<file path="src/rtl/serial_adder_pkg.sv">
// Shared definitions for the digit-serial adder: FSM states and step/counter sizing.
package serial_adder_pkg;

  typedef enum logic [1:0] {
    IDLE = 2'd0,
    BUSY = 2'd1,
    DONE = 2'd2
  } state_t;

  function automatic int calc_nsteps(input int width, input int digit);
    return (digit < 1) ? 1 : width / digit;
  endfunction

  function automatic int calc_cnt_w(input int width, input int digit);
    return $clog2(calc_nsteps(width, digit) + 1);
  endfunction

endpackage

</file>
<file path="src/rtl/adder_slice.sv">
// Combinational DIGIT-bit ripple adder; each full adder is two half-adder cells plus an OR.
module adder_slice #(
  parameter int DIGIT = 1
) (
  input  logic [DIGIT-1:0] a,
  input  logic [DIGIT-1:0] b,
  input  logic             cin,
  output logic [DIGIT-1:0] sum,
  output logic             cout
);

  function automatic logic [1:0] half_add(input logic x, input logic y);
    return {x & y, x ^ y};
  endfunction

  logic [1:0] ha1;
  logic [1:0] ha2;
  logic       c;

  always_comb begin
    ha1  = '0;
    ha2  = '0;
    c    = cin;
    sum  = '0;
    for (int i = 0; i < DIGIT; i++) begin
      ha1    = half_add(a[i], b[i]);
      ha2    = half_add(ha1[0], c);
      sum[i] = ha2[0];
      c      = ha1[1] | ha2[1];
    end
    cout = c;
  end

endmodule

</file>
<file path="src/rtl/serial_adder.sv">
// Digit-serial valid/ready adder: {COUT,S} = A + B + CIN, DIGIT bits per clock, LSB first.
// Optional SERIAL_ADDER_SUB_EN adds SUB (A + ~B + 1) and a signed-overflow flag OVF.
module serial_adder
  import serial_adder_pkg::*;
#(
  parameter int WIDTH = 8,
  parameter int DIGIT = 1
) (
  input  logic             CLK,
  input  logic             RST,
  input  logic             IN_VALID,
  output logic             IN_READY,
  input  logic [WIDTH-1:0] A,
  input  logic [WIDTH-1:0] B,
  input  logic             CIN,
`ifdef SERIAL_ADDER_SUB_EN
  input  logic             SUB,
  output logic             OVF,
`endif
  output logic             OUT_VALID,
  input  logic             OUT_READY,
  output logic [WIDTH-1:0] S,
  output logic             COUT
);

  localparam int NSTEPS = calc_nsteps(WIDTH, DIGIT);
  localparam int CNT_W  = calc_cnt_w(WIDTH, DIGIT);

  if (DIGIT < 1 || DIGIT > WIDTH || (WIDTH % DIGIT) != 0) begin : g_bad_cfg
    $error("serial_adder: DIGIT=%0d must divide WIDTH=%0d", DIGIT, WIDTH);
  end

  state_t             state, state_nxt;
  logic [CNT_W-1:0]   cnt;
  logic [WIDTH-1:0]   a_sh, b_sh, acc, acc_nxt;
  logic [WIDTH-1:0]   b_in;
  logic               cin_in;
  logic               carry;
  logic [DIGIT-1:0]   slice_sum;
  logic               slice_cout;
  logic               accept, last_step;

  // IN_READY is forced low for the whole time RST is asserted
  assign IN_READY  = (state == IDLE) && !RST;
  assign OUT_VALID = (state == DONE);
  assign accept    = IN_VALID && IN_READY;
  assign last_step = (state == BUSY) && (cnt == CNT_W'(NSTEPS - 1));

`ifdef SERIAL_ADDER_SUB_EN
  logic a_msb, b_msb;
  assign b_in   = SUB ? ~B : B;
  assign cin_in = SUB ? 1'b1 : CIN;
`else
  assign b_in   = B;
  assign cin_in = CIN;
`endif

  adder_slice #(.DIGIT(DIGIT)) u_slice (
    .a    (a_sh[DIGIT-1:0]),
    .b    (b_sh[DIGIT-1:0]),
    .cin  (carry),
    .sum  (slice_sum),
    .cout (slice_cout)
  );

  // New digit enters at the top; after NSTEPS shifts acc holds the full sum
  assign acc_nxt = (acc >> DIGIT) | (WIDTH'(slice_sum) << (WIDTH - DIGIT));

  always_comb begin
    state_nxt = state;
    case (state)
      IDLE:    if (accept)    state_nxt = BUSY;
      BUSY:    if (last_step) state_nxt = DONE;
      DONE:    if (OUT_READY) state_nxt = IDLE;
      default:                state_nxt = IDLE;
    endcase
  end

  always_ff @(posedge CLK or posedge RST) begin
    if (RST) state <= IDLE;
    else     state <= state_nxt;
  end

  // Stage boundary: operand capture and per-digit shift (no reset needed, always reloaded)
  always_ff @(posedge CLK) begin
    if (accept) begin
      a_sh  <= A;
      b_sh  <= b_in;
      carry <= cin_in;
`ifdef SERIAL_ADDER_SUB_EN
      a_msb <= A[WIDTH-1];
      b_msb <= b_in[WIDTH-1];
`endif
    end else if (state == BUSY) begin
      a_sh  <= a_sh >> DIGIT;
      b_sh  <= b_sh >> DIGIT;
      carry <= slice_cout;
      acc   <= acc_nxt;
    end
  end

  // Stage boundary: result registers, updated only when the final digit completes
  always_ff @(posedge CLK or posedge RST) begin
    if (RST) begin
      cnt  <= '0;
      S    <= '0;
      COUT <= 1'b0;
`ifdef SERIAL_ADDER_SUB_EN
      OVF  <= 1'b0;
`endif
    end else begin
      if (accept)              cnt <= '0;
      else if (state == BUSY)  cnt <= cnt + CNT_W'(1);
      if (last_step) begin
        S    <= acc_nxt;
        COUT <= slice_cout;
`ifdef SERIAL_ADDER_SUB_EN
        OVF  <= (a_msb == b_msb) && (acc_nxt[WIDTH-1] != a_msb);
`endif
      end
    end
  end

endmodule

</file>
<file path="config.mk">
export PLATFORM = sky130hd
export DESIGN_NAME = serial_adder
export DESIGN_NICKNAME = d
export VERILOG_FILES = /design/src/rtl/serial_adder_pkg.sv /design/src/rtl/adder_slice.sv /design/src/rtl/serial_adder.sv
export SDC_FILE = /design/constraint.sdc
export NUM_CORES = 1
export LEC_CHECK = 0
export CAP_MARGIN = 20
export CORE_MARGIN = 10
export CORE_UTILIZATION = 50
export CTS_CLUSTER_DIAMETER = 50
export DETAILED_ROUTE_END_ITERATION = 10
export PLACE_DENSITY = 0.78
export SLEW_MARGIN = 10
export SYNTH_ARGS = -nofsm -noshare
export SYNTH_HDL_FRONTEND = slang
export SYNTH_HIERARCHICAL = 1
export SYNTH_SLANG_ARGS = --single-unit
</file>
<file path="constraint.sdc">
create_clock -name CLK -period 3.5 [get_ports CLK]
set_input_delay 0.7 -clock CLK [delete_from_list [all_inputs] [get_ports CLK]]
set_output_delay 0.7 -clock CLK [all_outputs]
set_load 0.1 [all_outputs]
</file>
* Word-level counts from Yosys, hierarchy flattened *
Index checks and enable logic that the tools add are counted.

operators by class
  add/sub/neg operators = 1
  $mul = 0
  divide/modulo/power cells = 0
  magnitude comparators = 0
  equality and inequality tests = 6
  shifts and indexed selects = 0
  mux-type cells = 12
  bitwise logic cells = 7
  reduce and logical (&&, ||, !) cells = 8

operators with widths
  operator             number
  $mux 8               4
  $mux 4               2
  $or 7x8->8           1
  $mux 2               3
  $pmux 2 s3           1
  $add 4x1->4 const B  1
  $eq 4x3->1 const B   1
  $ne 2x2->1 const B   2
  $logic_and 1x1->1    3
  $reduce_and 3->1     1
  $and 1x1->1          2
  $eq 2x1->1 const B   1
  $eq 2x2->1 const B   1
  $logic_not 2->1      1
  $mux 1               2
  $ne 2x1->1 const B   1
  $reduce_and 2->1     1
  $reduce_bool 2->1    1
  $xor 1x1->1          2
  $logic_not 1->1      1
  $not 1->1            1
  $or 1x1->1           1

word-level totals
  flip-flop bits (word level) = 40
  bits in latches = 0
  RAM bits = 0
  ROM bits = 0
  input port bits = 21
  word-level logic and storage cells = 42
  memories kept = 0

* Depth between registers and ports, before layout *
  depth in word-level cells = 5
  mapped depth = 4
  mapped depth without buffers = 4

* By module *
Netlist, hierarchy kept.

by module, submodules not included
  module        instances  cells each  area each (sq um)
  serial_adder  1          93          1572.8
  adder_slice   1          1           20.0

* Worst setup path before layout *
No wires, ideal clock.

  path type = input to register
  from = input RST
  to = register a_sh[0], enable pin
  arrival time = 2.404 ns
  data required time = 3.127 ns
  slack = 0.723 ns
  stages on the path = 4
  path buffers = 1
  path through = nor3_4 > nand2_2 > buf_2 > nand2_1

on the way
  longest elaborated chain between the ends = 4

ends and longest elaborated chain
  item                                RTL line            source
  from (decl)                         serial_adder.sv:10  input logic RST,
  $logic_not 1->1 (no source line)    --
  $logic_and 1x1->1                   serial_adder.sv:44  assign IN_READY = (state == IDLE) && !RST;
  $logic_and 1x1->1                   serial_adder.sv:46  assign accept = IN_VALID && IN_READY;
  $reduce_bool 2->1 (no source line)  --
  to (signal assigned)                serial_adder.sv:95  a_sh <= a_sh >> DIGIT;
  to (decl)                           serial_adder.sv:35  logic [WIDTH-1:0] a_sh, b_sh, acc, acc_nxt;

Every way passes these cells.
A chain may end at the register's enable or synchronous reset.

* Worst setup path in the final report *
  from = register S[7]
  to = output S[7]

RTL lines
  item                    RTL line             source
  from (decl)             serial_adder.sv:22   output logic [WIDTH-1:0] S,
  from (signal assigned)  serial_adder.sv:115  S <= acc_nxt;

No word-level cell between the ends.

==> flow_metrics.tcl <==
set metrics [dict create \
    die_y_um 76.44 \
    holdPathStages 0 \
    slowest_delay_ns 1.15 \
    syn_area_um2 1593 \
    setup_tns_ns 0 \
    clockBufferDepth 2 \
    rsz0062_at_grt "no" \
    ant_nets 0 \
    period_needed_ns 2.571 \
    io-pin-count 32 \
    grt_pass1_wl_um 4326 \
    status "finished, final reports clean" \
    clkLatencyLatePin_ns 0.34 \
    slew_viol_final 0 \
    drive_gt1_frac 0.2901 \
    fmax_mhz 388.9 \
    grtUsageMet1 0.1070 \
    antenna_found_initial 0 \
    worstReg2RegStart "state[0]" \
    ctsHoldBuffers 0 \
    slowest_stage "clkdlybuf4s50_1" \
    crit_chain "clkdlybuf4s50_1" \
    antenna-diode-count 0 \
    wl_per_cell_um 14.72 \
    hpwl_um 1949 \
    maxSlewHeadroom 0.3488 \
    via_per_inst 4.931 \
    start_util 0.5217 \
    yosysWarnings 6 \
    worstPathRequired_ns 2.80 \
    nNetsFinal 153 \
    hold_start "acc[6]" \
    grt-ovfl-total 0 \
    rows 20 \
    critPathLaunchType "flip-flop" \
    routed_wl_um 2576 \
    cp-end-kind "output port" \
    use_met2 0.1352 \
    cts.sinks 39 \
    synthDistinctLibCells 24 \
    min_to "acc[5]" \
    drtIter0Drc 49 \
    synth-seq-cells 39 \
    hold_violations 0 \
    cpLargestDelayFamily "buffers and inverters" \
    drv_cap 0 \
    drc 0 \
    postCtsSetupBuffers 0 \
    dpl.cell_count 167 \
    setup_violations 0 \
    cts_buffers 5 \
    min_period_over_period 0.7347 \
    vias 863 \
    synth_nets 117 \
    crit_fanout 2 \
    rr_worst_depth 3 \
    cts_root_buf "clkbuf_4" \
    top_usage_layer "met2" \
    fin_cells 175 \
    gp_congestion 0.7110 \
    die_area_um2 5843 \
    postSynthCellCount 94 \
    ys_seq_area_frac 0.6881 \
    worst_r2r_endpoint "a_sh[5]" \
    reg2reg_slack_ns 1.56 \
    cts_tree "built" \
    grt_use_total 0.09450 \
    worst_pin_slew_ns 0.9737 \
    core-area_um2 3053 \
    fillers 252 \
    area_growth_pct 24.74 \
    htree_levels 2 \
    die_w_um 76.44 \
    cts_resized 0 \
    fin_skew_ns 0.009450 \
    syn_area_per_cell_um2 16.94 \
    startpoint "S[7]" \
    firstDrtPassIters 4 \
    grt_start_max_net_pins 18 \
    grt_pass1_vias 920 \
    met3_usage 0.05778 \
    portBuffers 31 \
    path_clk_slew_ns 0.11 \
    critPathBufInv 1 \
    crit_type "flip-flop to output port" \
    min_path_type "flip-flop to flip-flop" \
    arrival_ns 1.87 \
]
worst register-to-register path: stages (launching register included):
cell and delay, ns:
dfrtp_1 0.43, nor3_4 0.27, nand2_2 0.28, nand2_1 0.59
area by class of cell:
type,count,area [µm²],area share
Clock buffer,7,45.04,0.02267
Clock inverter,1,5.005,0.002519
Inverter,3,11.26,0.005667
Multi-Input combinational cell,50,469.2,0.2361
Sequential cell,39,1096,0.5516
Tap cell,44,55.05,0.02771
Timing Repair Buffer,31,305.3,0.1537
metal layers:
metal | vias to the layer above | wire (µm)
met4 | 0 | 48
met3 | 5 | 261
met2 | 33 | 1140
li1 | 416 | -
met1 | 409 | 1126
met5 | - | 0
cell usage in the layout, fill, tap and decap left out, types with 2 or more instances in the layout:
| cell type | count |
|---|---|
| buf_4 | 2 |
| nor2_1 | 4 |
| dfrtp_1 | 15 |
| inv_1 | 3 |
| and3_1 | 2 |
| xor2_1 | 2 |
| nor3_4 | 2 |
| clkbuf_4 | 5 |
| mux2_2 | 24 |
| clkdlybuf4s50_1 | 29 |
| clkbuf_1 | 2 |
| nand2_1 | 2 |
| edfxtp_1 | 24 |
| o21ai_0 | 2 |
Yosys cell counts:
master / count / share of area
and3_1: 2 / 0.0079
xor2_1: 2 / 0.011
edfxtp_1: 24 / 0.45
dfrtp_1: 15 / 0.24
mux2i_1: 1 / 0.0063
ha_1: 1 / 0.0079
buf_6: 1 / 0.0071
a21o_2: 1 / 0.0055
nand3b_1: 1 / 0.0047
or3_2: 1 / 0.0047
and2b_2: 1 / 0.0055
nand2b_1: 1 / 0.0039
a21oi_1: 1 / 0.0031
fa_1: 1 / 0.013
and2_1: 1 / 0.0039
nor2_1: 4 / 0.0094
inv_1: 3 / 0.0071
mux2_2: 24 / 0.17
nand3_1: 1 / 0.0031
o21ai_0: 2 / 0.0063
nor3_4: 2 / 0.020
nand2_1: 2 / 0.0047
buf_2: 1 / 0.0031
nand2_2: 1 / 0.0039
state kept, by name, indices dropped and copies added, names as in the netlist:
name,flops
state,2
carry,1
b_sh,8
COUT,1
S,8
cnt,4
a_sh,8
acc,7
logic make-up after synthesis:
| group | count (synthesis) | synth area share |
|---|---|---|
| compound gates | 4 | 0.01492 |
| mux | 25 | 0.1760 |
| buf+inv | 5 | 0.01728 |
| flops | 39 | 0.6881 |
| simple gates | 17 | 0.07228 |
| xor+xnor | 2 | 0.01100 |
| fa+ha+maj | 2 | 0.02042 |
per-stage QoR:
step                hold WS [ns]  cell area (µm²)    util  setup WS, ns
CTS                       0.4632             1987  0.6508        0.8988
finish                    0.4580             1987  0.6508        0.9286
floorplan                 0.4204             1593       -        0.7230
global placement          0.4319             1937  0.6344        0.8921
detailed placement        0.4369             1937  0.6344        0.8305
global route              0.4761             1987  0.6508        0.8735
worst max path at each step:
stage / endpoint / cells after the start
floorplan: a_sh[0] / 4
global placement: b_sh[2] / 4
detailed placement: b_sh[3] / 4
CTS: S[7] / 1
global route: S[7] / 1
finish: S[7] / 1
Power is not shown: default switching activity piles up to over one toggle a cycle in this logic, so the estimate is an artifact.
